### src/rtl/counter_sequencer.sv
// Run/pause/load sequencer for a 4-bit counter: key sync + edge detect, prescaler, control FSM.
// Optional key debounce filter is enabled by defining CNT_SEQ_DEBOUNCE_EN.
module counter_sequencer #(
  parameter int unsigned PRESCALE        = 50000000,
  parameter int unsigned DEBOUNCE_CYCLES = 16
) (
  input  logic       clk,
  input  logic       rst_n,
  input  logic       key_start_n,
  input  logic       key_stop_n,
  input  logic       key_load_n,
  input  logic [3:0] sw_d,
  input  logic       up,
  input  logic       wrap_en,
  output logic [3:0] count,
  output logic [1:0] state,
  output logic       tick,
  output logic       done,
  output logic       busy
);

  localparam logic [1:0] StIdle  = 2'b00;
  localparam logic [1:0] StRun   = 2'b01;
  localparam logic [1:0] StPause = 2'b10;
  localparam logic [1:0] StDone  = 2'b11;

  localparam int unsigned PreW = (PRESCALE > 2) ? $clog2(PRESCALE) : 1;
  localparam logic [PreW-1:0] PreMax = PreW'(PRESCALE - 1);

  // Key vector order: {load, stop, start}
  logic [2:0] w_keys_n;
  logic [2:0] r_sync1;
  logic [2:0] r_sync2;
  logic [2:0] r_prev;
  logic [2:0] w_level;
  logic [2:0] w_pulse;

  assign w_keys_n = {key_load_n, key_stop_n, key_start_n};

  always_ff @(posedge clk or negedge rst_n) begin
    if (!rst_n) begin
      r_sync1 <= 3'b111;
      r_sync2 <= 3'b111;
    end else begin
      r_sync1 <= w_keys_n;
      r_sync2 <= r_sync1;
    end
  end

`ifdef CNT_SEQ_DEBOUNCE_EN
  localparam int unsigned DbW = $clog2(DEBOUNCE_CYCLES + 1);

  logic [DbW-1:0] r_db_cnt [3];
  logic [2:0]     r_db_lvl;

  // Filtered level flips only on the DEBOUNCE_CYCLES-th consecutive differing sample.
  always_ff @(posedge clk or negedge rst_n) begin
    if (!rst_n) begin
      r_db_lvl <= 3'b111;
      for (int i = 0; i < 3; i++) r_db_cnt[i] <= '0;
    end else begin
      for (int i = 0; i < 3; i++) begin
        if (r_sync2[i] == r_db_lvl[i]) begin
          r_db_cnt[i] <= '0;
        end else if (r_db_cnt[i] == DbW'(DEBOUNCE_CYCLES - 1)) begin
          r_db_lvl[i] <= r_sync2[i];
          r_db_cnt[i] <= '0;
        end else begin
          r_db_cnt[i] <= r_db_cnt[i] + DbW'(1);
        end
      end
    end
  end

  assign w_level = r_db_lvl;
`else
  localparam int unsigned unused_debounce_cycles = DEBOUNCE_CYCLES;

  assign w_level = r_sync2;
`endif

  always_ff @(posedge clk or negedge rst_n) begin
    if (!rst_n) begin
      r_prev <= 3'b111;
    end else begin
      r_prev <= w_level;
    end
  end

  assign w_pulse = r_prev & ~w_level;

  logic w_start;
  logic w_stop;
  logic w_load;

  assign w_start = w_pulse[0];
  assign w_stop  = w_pulse[1];
  assign w_load  = w_pulse[2];

  logic [1:0]      r_state;
  logic [3:0]      r_count;
  logic [PreW-1:0] r_pre;
  logic            r_tick;
  logic [1:0]      w_state_nxt;
  logic [3:0]      w_count_nxt;
  logic [PreW-1:0] w_pre_nxt;
  logic            w_tick_nxt;
  logic            w_roll;
  logic            w_term;

  assign w_roll = (r_pre == PreMax);
  assign w_term = up ? (r_count == 4'hF) : (r_count == 4'h0);

  always_comb begin
    w_state_nxt = r_state;
    w_count_nxt = r_count;
    w_pre_nxt   = r_pre;
    w_tick_nxt  = 1'b0;
    if (w_load) begin
      w_count_nxt = sw_d;
      w_state_nxt = StIdle;
      w_pre_nxt   = '0;
    end else begin
      case (r_state)
        StIdle: begin
          if (!w_stop && w_start) begin
            w_state_nxt = StRun;
            w_pre_nxt   = '0;
          end
        end
        StRun: begin
          if (w_roll) begin
            w_pre_nxt = '0;
            // Non-wrapping terminal step overrides a simultaneous stop.
            if (w_term && !wrap_en) begin
              w_state_nxt = StDone;
            end else begin
              w_count_nxt = up ? r_count + 4'd1 : r_count - 4'd1;
              w_tick_nxt  = 1'b1;
              if (w_stop) w_state_nxt = StPause;
            end
          end else begin
            w_pre_nxt = r_pre + PreW'(1);
            if (w_stop) w_state_nxt = StPause;
          end
        end
        StPause: begin
          if (w_stop) begin
            w_state_nxt = StIdle;
            w_pre_nxt   = '0;
          end else if (w_start) begin
            w_state_nxt = StRun;
          end
        end
        StDone: begin
          if (w_stop) w_state_nxt = StIdle;
        end
        default: w_state_nxt = StIdle;
      endcase
    end
  end

  always_ff @(posedge clk or negedge rst_n) begin
    if (!rst_n) begin
      r_state <= StIdle;
      r_count <= 4'h0;
      r_pre   <= '0;
      r_tick  <= 1'b0;
    end else begin
      r_state <= w_state_nxt;
      r_count <= w_count_nxt;
      r_pre   <= w_pre_nxt;
      r_tick  <= w_tick_nxt;
    end
  end

  assign count = r_count;
  assign state = r_state;
  assign tick  = r_tick;
  assign done  = (r_state == StDone);
  assign busy  = (r_state == StRun) || (r_state == StPause);

endmodule

### config.mk
export PLATFORM = sky130hd
export DESIGN_NAME = counter_sequencer
export DESIGN_NICKNAME = d
export VERILOG_FILES = /design/src/rtl/counter_sequencer.sv
export SDC_FILE = /design/constraint.sdc
export NUM_CORES = 1
export LEC_CHECK = 0
export CAP_MARGIN = 0
export CORE_MARGIN = 2
export CORE_UTILIZATION = 40
export CTS_CLUSTER_DIAMETER = 100
export CTS_CLUSTER_SIZE = 14
export DETAILED_ROUTE_END_ITERATION = 16
export HOLD_SLACK_MARGIN = 0.02
export SETUP_SLACK_MARGIN = 0.5
export SYNTH_ARGS = -nofsm -noshare
export SYNTH_HDL_FRONTEND = slang
export SYNTH_SLANG_ARGS = --single-unit
### constraint.sdc
create_clock -name clk -period 5.1 [get_ports clk]
set_clock_uncertainty 0.2 [all_clocks]
set_input_delay 0.51 -clock clk [delete_from_list [all_inputs] [get_ports clk]]
set_output_delay 0.51 -clock clk [all_outputs]
set_load 0.02 [all_outputs]
# After elaboration in Yosys (flattened, before gate mapping)
# Index checks and enable logic that the tools add are counted.
dict set report word_totals {
  ramBits 0
  register_bits 42
  romBits 0
  n_memories 0
  latchBits 0
  in_bits 11
}
dict set report classes {
  div 0
  bitwise 2
  n_shift 0
  addsub 3
  n_eq_ne 10
  muxes 24
  multipliers 0
  reduce_logical 13
  magnitude_cmp 0
}
# operator n
set ops {}
lappend ops {{26-bit two-way mux} 4}
lappend ops {{26-bit one-hot mux with 3 select lines} 1}
lappend ops {{26-bit by 1-bit adder with 26-bit output (second input constant)} 1}
lappend ops {{26-bit equality test (second input constant)} 1}
lappend ops {{4-bit two-way mux} 5}
lappend ops {{2-bit two-way mux} 8}
lappend ops {{3-bit AND reduction} 3}
lappend ops {{2-bit one-hot mux with 4 select lines} 1}
lappend ops {{3-bit inequality test (second input constant)} 2}
lappend ops {{1-bit two-way mux} 5}
lappend ops {{4-bit by 1-bit adder with 4-bit output (second input constant)} 1}
lappend ops {{2-bit equality test (second input constant)} 2}
lappend ops {{4-bit equality test (second input constant)} 1}
lappend ops {{4-bit logical NOT} 1}
lappend ops {{4-bit inequality test (second input constant)} 1}
lappend ops {{2-bit nonzero test} 2}
lappend ops {{4-bit nonzero test} 1}
lappend ops {{4-bit by 1-bit subtractor with 4-bit output (second input constant)} 1}
lappend ops {{3-bit AND} 1}
lappend ops {{3-bit by 1-bit inequality test with 1-bit output (second input constant)} 1}
lappend ops {{3-bit NOT} 1}
lappend ops {{2-bit by 1-bit equality test with 1-bit output (second input constant)} 1}
lappend ops {{1-bit logical AND} 2}
lappend ops {{1-bit logical NOT} 2}
lappend ops {{3 further kinds} 3}

# Logic depth before layout (Yosys ltp)
dict set report logic_depth {
  ltp_word 7
  depth_mapped 9
  mapped_depth_nobuf 7
}

# Worst setup path before layout
# Ideal clock, no wire load.
dict set report synth_timing {
  path_kind {flip-flop to flip-flop}
  start {register r_state[0] (netlist: state[0])}
  end {register r_pre[11]}
  n_path_buf 1
  arrival_time_ns 2.268
  stages_incl_launch_ff 9
  synth_period_minus_slack_ns 2.546
  setup_ns 0.078
  slack_ns 2.554
  cell_sequence {dfrtp_1 inv_1 ha_1 nor2_1 a21oi_1 o211ai_1 clkbuf_1 or3_2 a21oi_1}
}
dict set report synth_via {
  elab_chain_len 3
  word_cells_on_any_way 9
}
# element line_no
set synth_rtl {}
lappend synth_rtl {{from (decl)} 100} ;# logic [1:0] r_state;
lappend synth_rtl {{from (signal assigned)} 165} ;# r_state <= StIdle;
lappend synth_rtl {{from (signal assigned)} 170} ;# r_state <= w_state_nxt;
lappend synth_rtl {{2-bit equality test, or another cell as far along} 124} ;# case (r_state)
lappend synth_rtl {{3-bit inequality test (no source line), or another cell as far along} -}
lappend synth_rtl {{3-bit AND reduction (no source line) or 26-bit two-way mux (tied branches)} -}
lappend synth_rtl {{to (signal assigned)} 172} ;# r_pre <= w_pre_nxt;
lappend synth_rtl {{to (decl)} 102} ;# logic [PreW-1:0] r_pre;
# Parallel ways exist; a longest one is shown, timed or not.
# A chain may end at the register's enable or synchronous reset.

# Worst setup path in the final report
dict set report layout_timing {
  start {register r_state[0] (netlist: state[0])}
  end {register r_pre[17]}
}
# The elaborated chain is that of the path after synthesis.

==> summary.md <==
| Metric | Value |
|---|---|
| CTS clk-pin slew, worst paths | `approximately 0.080 ns` |
| Yosys top cell area share | `36.0%` |
| Core area | `roughly 5500 um2` |
| Outcome | `completed` |
| Post-synth cell types | `45` |
| Post-CTS setup buffers | `0` |
| Top FF cell, synth | `dfrtp_1` |
| Vias in the first global route | `1770` |
| Setup ws final | `between 2 and 3 ns` |
| Post-Route WL | `around 4.9 mm` |
| ANT nets after route | `0` |
| Layout cell share with drive strength beyond 1 | `12.4%` |
| Startpoint Class | `register` |
| Worst slew margin relative to its limit | `between 30% and 40%` |
| GP Congestion | `roughly 0.75` |
| Row cnt | `27` |
| CP Capture Type | `register` |
| Final Max Tran Viols | `0` |
| Die height | `about 80 um` |
| Kind of critical path | `register to register` |
| Total Die Area | `about 6300 um2` |
| Clock sink count | `between 40 and 50` |
| DRT iter0 DRCs | `158` |
| DP Area | `approximately 2600 um2` |
| Yosys reg bits | `42` |
| Area grow syn2layout | `16.2%` |
| Die width | `approximately 80 um` |
| Setup TNS | `0 ns` |
| Remaining global-route overflow | `0` |
| CP peak stage delay | `around 0.5 ns` |
| Final non-filler cell area | `roughly 2700 um2` |
| Worst EP arrival | `2.56 ns` |
| Required time of the worst setup path | `5.12 ns` |
| Initial Util | `41.6%` |
| Syn Area/Cell | `9.71 um2` |
| CTS Root Cell | `clkbuf_8` |
| Clock latency on the worst-skew pair | `0.29 ns` |
| Most numerous cell in the Yosys netlist | `dfrtp_1` |
| Post-CTS resize count | `0` |
| Port-buffer cells | `19` |
| Syn nets | `roughly 260` |
| Synth area leaders | `dfrtp_1, dfstp_2, a21oi_1` |
| Post-synth EDFFs | `0` |
| First-pass GRT wire length | `8.23 mm` |
| Yosys warnings | `0` |
| Post-DR wirelength/cell | `between 10 and 15 um` |
| Synth async-reset ratio | `100%` |
| CTS tree | `built` |
| Fmax | `between 300 and 400 MHz` |
| Vias | `between 1500 and 2000` |
| CTS Buf Count | `5` |
| Post-DP HPWL | `around 3.3 mm` |
| H-tree Lvls | `2` |
| Non-Filler Instances | `between 300 and 400` |
| Crit share post-route | `~50%` |
| WHS | `0.147 ns` |
| Gr usage total | `between 10% and 20%` |
| Largest net degree at the start of global routing | `43` |
| Min Tclk post-route | `roughly 2.5 ns` |
| Lkg Pwr | `just under 1 nW` |
| Leading area contributor after synthesis | `dfrtp_1` |
| Cell area after synthesis | `about 2300 um2` |
| Final Hold Fails | `0` |
| # hold bufs at CTS | `0` |
| CTS Buffer Depth | `2` |
| N_diodes | `0` |
| VDD IR max | `0.000135 V` |
| RSZ-0062 raised after global routing | `false` |
| Family with the most delay on the worst path | `compound AO/OA/AOI/OAI gates` |
| Place WS | `2.42 ns` |
| Fin nets | `276` |
| Number of remaining DRC errors | `0` |
| Post-synthesis sequential area ratio | `approximately 46%` |
| Least-Margin Pin Slew | `roughly 0.95 ns` |
| Placed cell count | `322` |
| Vias per cell | `5.71` |
| Crit-path slowest cell | `or4_1` |
| Post-synth top cells | `dfrtp_1, a21oi_1, o21ai_0` |
| Crit path top cell by count | `a21oi_1` |
| Syn Inst Count | `between 200 and 250` |
| CP Max Fanout | `23` |
| P per Cell Area | `304 nW/um2` |
| # setup viols final | `0` |
| Initial antenna violation count | `0` |
| Max-Cap Viols | `0` |
| Critical path buffer and inverter count | `2` |
| Ports | `20` |
| Hold Path Class | `primary input to async pin` |
| Critical-path cell list | `inv_1 > ha_1 > nor2_1 > a21oi_1 > o211ai_1 > buf_4 > or4_1 > a21oi_1` |
| TritonRoute pass-1 iters | `4` |
## metal layers
| layer | vias to the layer above | global-route usage [%] | routed length [um] |
|---|---|---|---|
| met2 | 49 | 27.1 | 2260 |
| li1 | 930 | - | - |
| met5 | - | 0 | 0 |
| met1 | 899 | 22.4 | 2350 |
| met4 | 0 | 4.83 | 55 |
| met3 | 5 | 3.39 | 220 |
## cell type report
cell class / count / area (um2)
Clock buffer: 5 / 68.8
Clock inverter: 3 / 40.0
Fill cell: 506 / 2840
Inverter: 6 / 22.5
Multi-Input combinational cell: 181 / 1180
Sequential cell: 42 / 1060
Tap cell: 72 / 90.1
Timing Repair Buffer: 21 / 200
## cell families (layout without fill, tap and decap cells)
kind of cell	Yosys count	after routing	share of synthesized area (%)
mux	3	3	1.31
buf+inv	13	35	2.18
flops	42	42	46.4
fa+ha+maj	8	8	4.70
xor+xnor	5	5	1.91
compound gates	70	70	17.7
simple gates	95	95	25.8
## final timing paths
| path | from | end | slack [ns] | cells after the start |
|---|---|---|---|---|
| setup reg to reg | state[0]$_DFFE_PN0P_ | r_pre[17]$_DFFE_PN0P_ | 2.56 | 8 |
| min in group clk | r_sync1[0]$_DFF_PN1_ | r_sync2[0]$_DFF_PN1_ | 0.16 | 0 |
| max in group asynchronous | rst_n | count[0]$_DFFE_PN0P_ | 3.95 | 1 |
| hold reg to reg | r_sync1[0]$_DFF_PN1_ | r_sync2[0]$_DFF_PN1_ | 0.16 | 0 |
| hold / removal | rst_n | state[0]$_DFFE_PN0P_ | 0.15 | 1 |
| setup / recovery | state[0]$_DFFE_PN0P_ | r_pre[17]$_DFFE_PN0P_ | 2.56 | 8 |
## power by group
| part | internal, W | switching [W] |
|---|---|---|
| Clock | 0.000144 | 0.000118 |
| Sequential | 0.000351 | 0.0000159 |
| Combinational | 0.0000679 | 0.000111 |
## per-stage QoR
| step | total power (W) | utilization (%) |
|---|---|---|
| detailed placement | 0.000555 | 46.4 |
| global placement | 0.000551 | 46.4 |
| CTS | 0.000817 | 48.4 |
| finish | 0.000808 | 48.4 |
| global route | 0.000857 | 48.4 |
| floorplan | 0.000488 | - |
## sequential cells by signal (all words and copies together), names as in the netlist
name     flops
state        2
r_sync2      3
count        4
r_pre       26
r_prev       3
r_sync1      3
tick         1
## cells in the final DEF (no fill, tap or decap), types with 5 or more instances in the layout
cell type	count
or3_1	15
nand4_1	7
nand3_1	8
a21oi_1	28
dfrtp_1	33
clkbuf_8	5
nor2_1	10
o21ai_0	19
inv_1	6
dfstp_2	9
nand2_1	17
or4_1	9
o31ai_1	10
clkdlybuf4s50_1	18
ha_1	7
No activity file was read; power rests on OpenSTA's default activity.
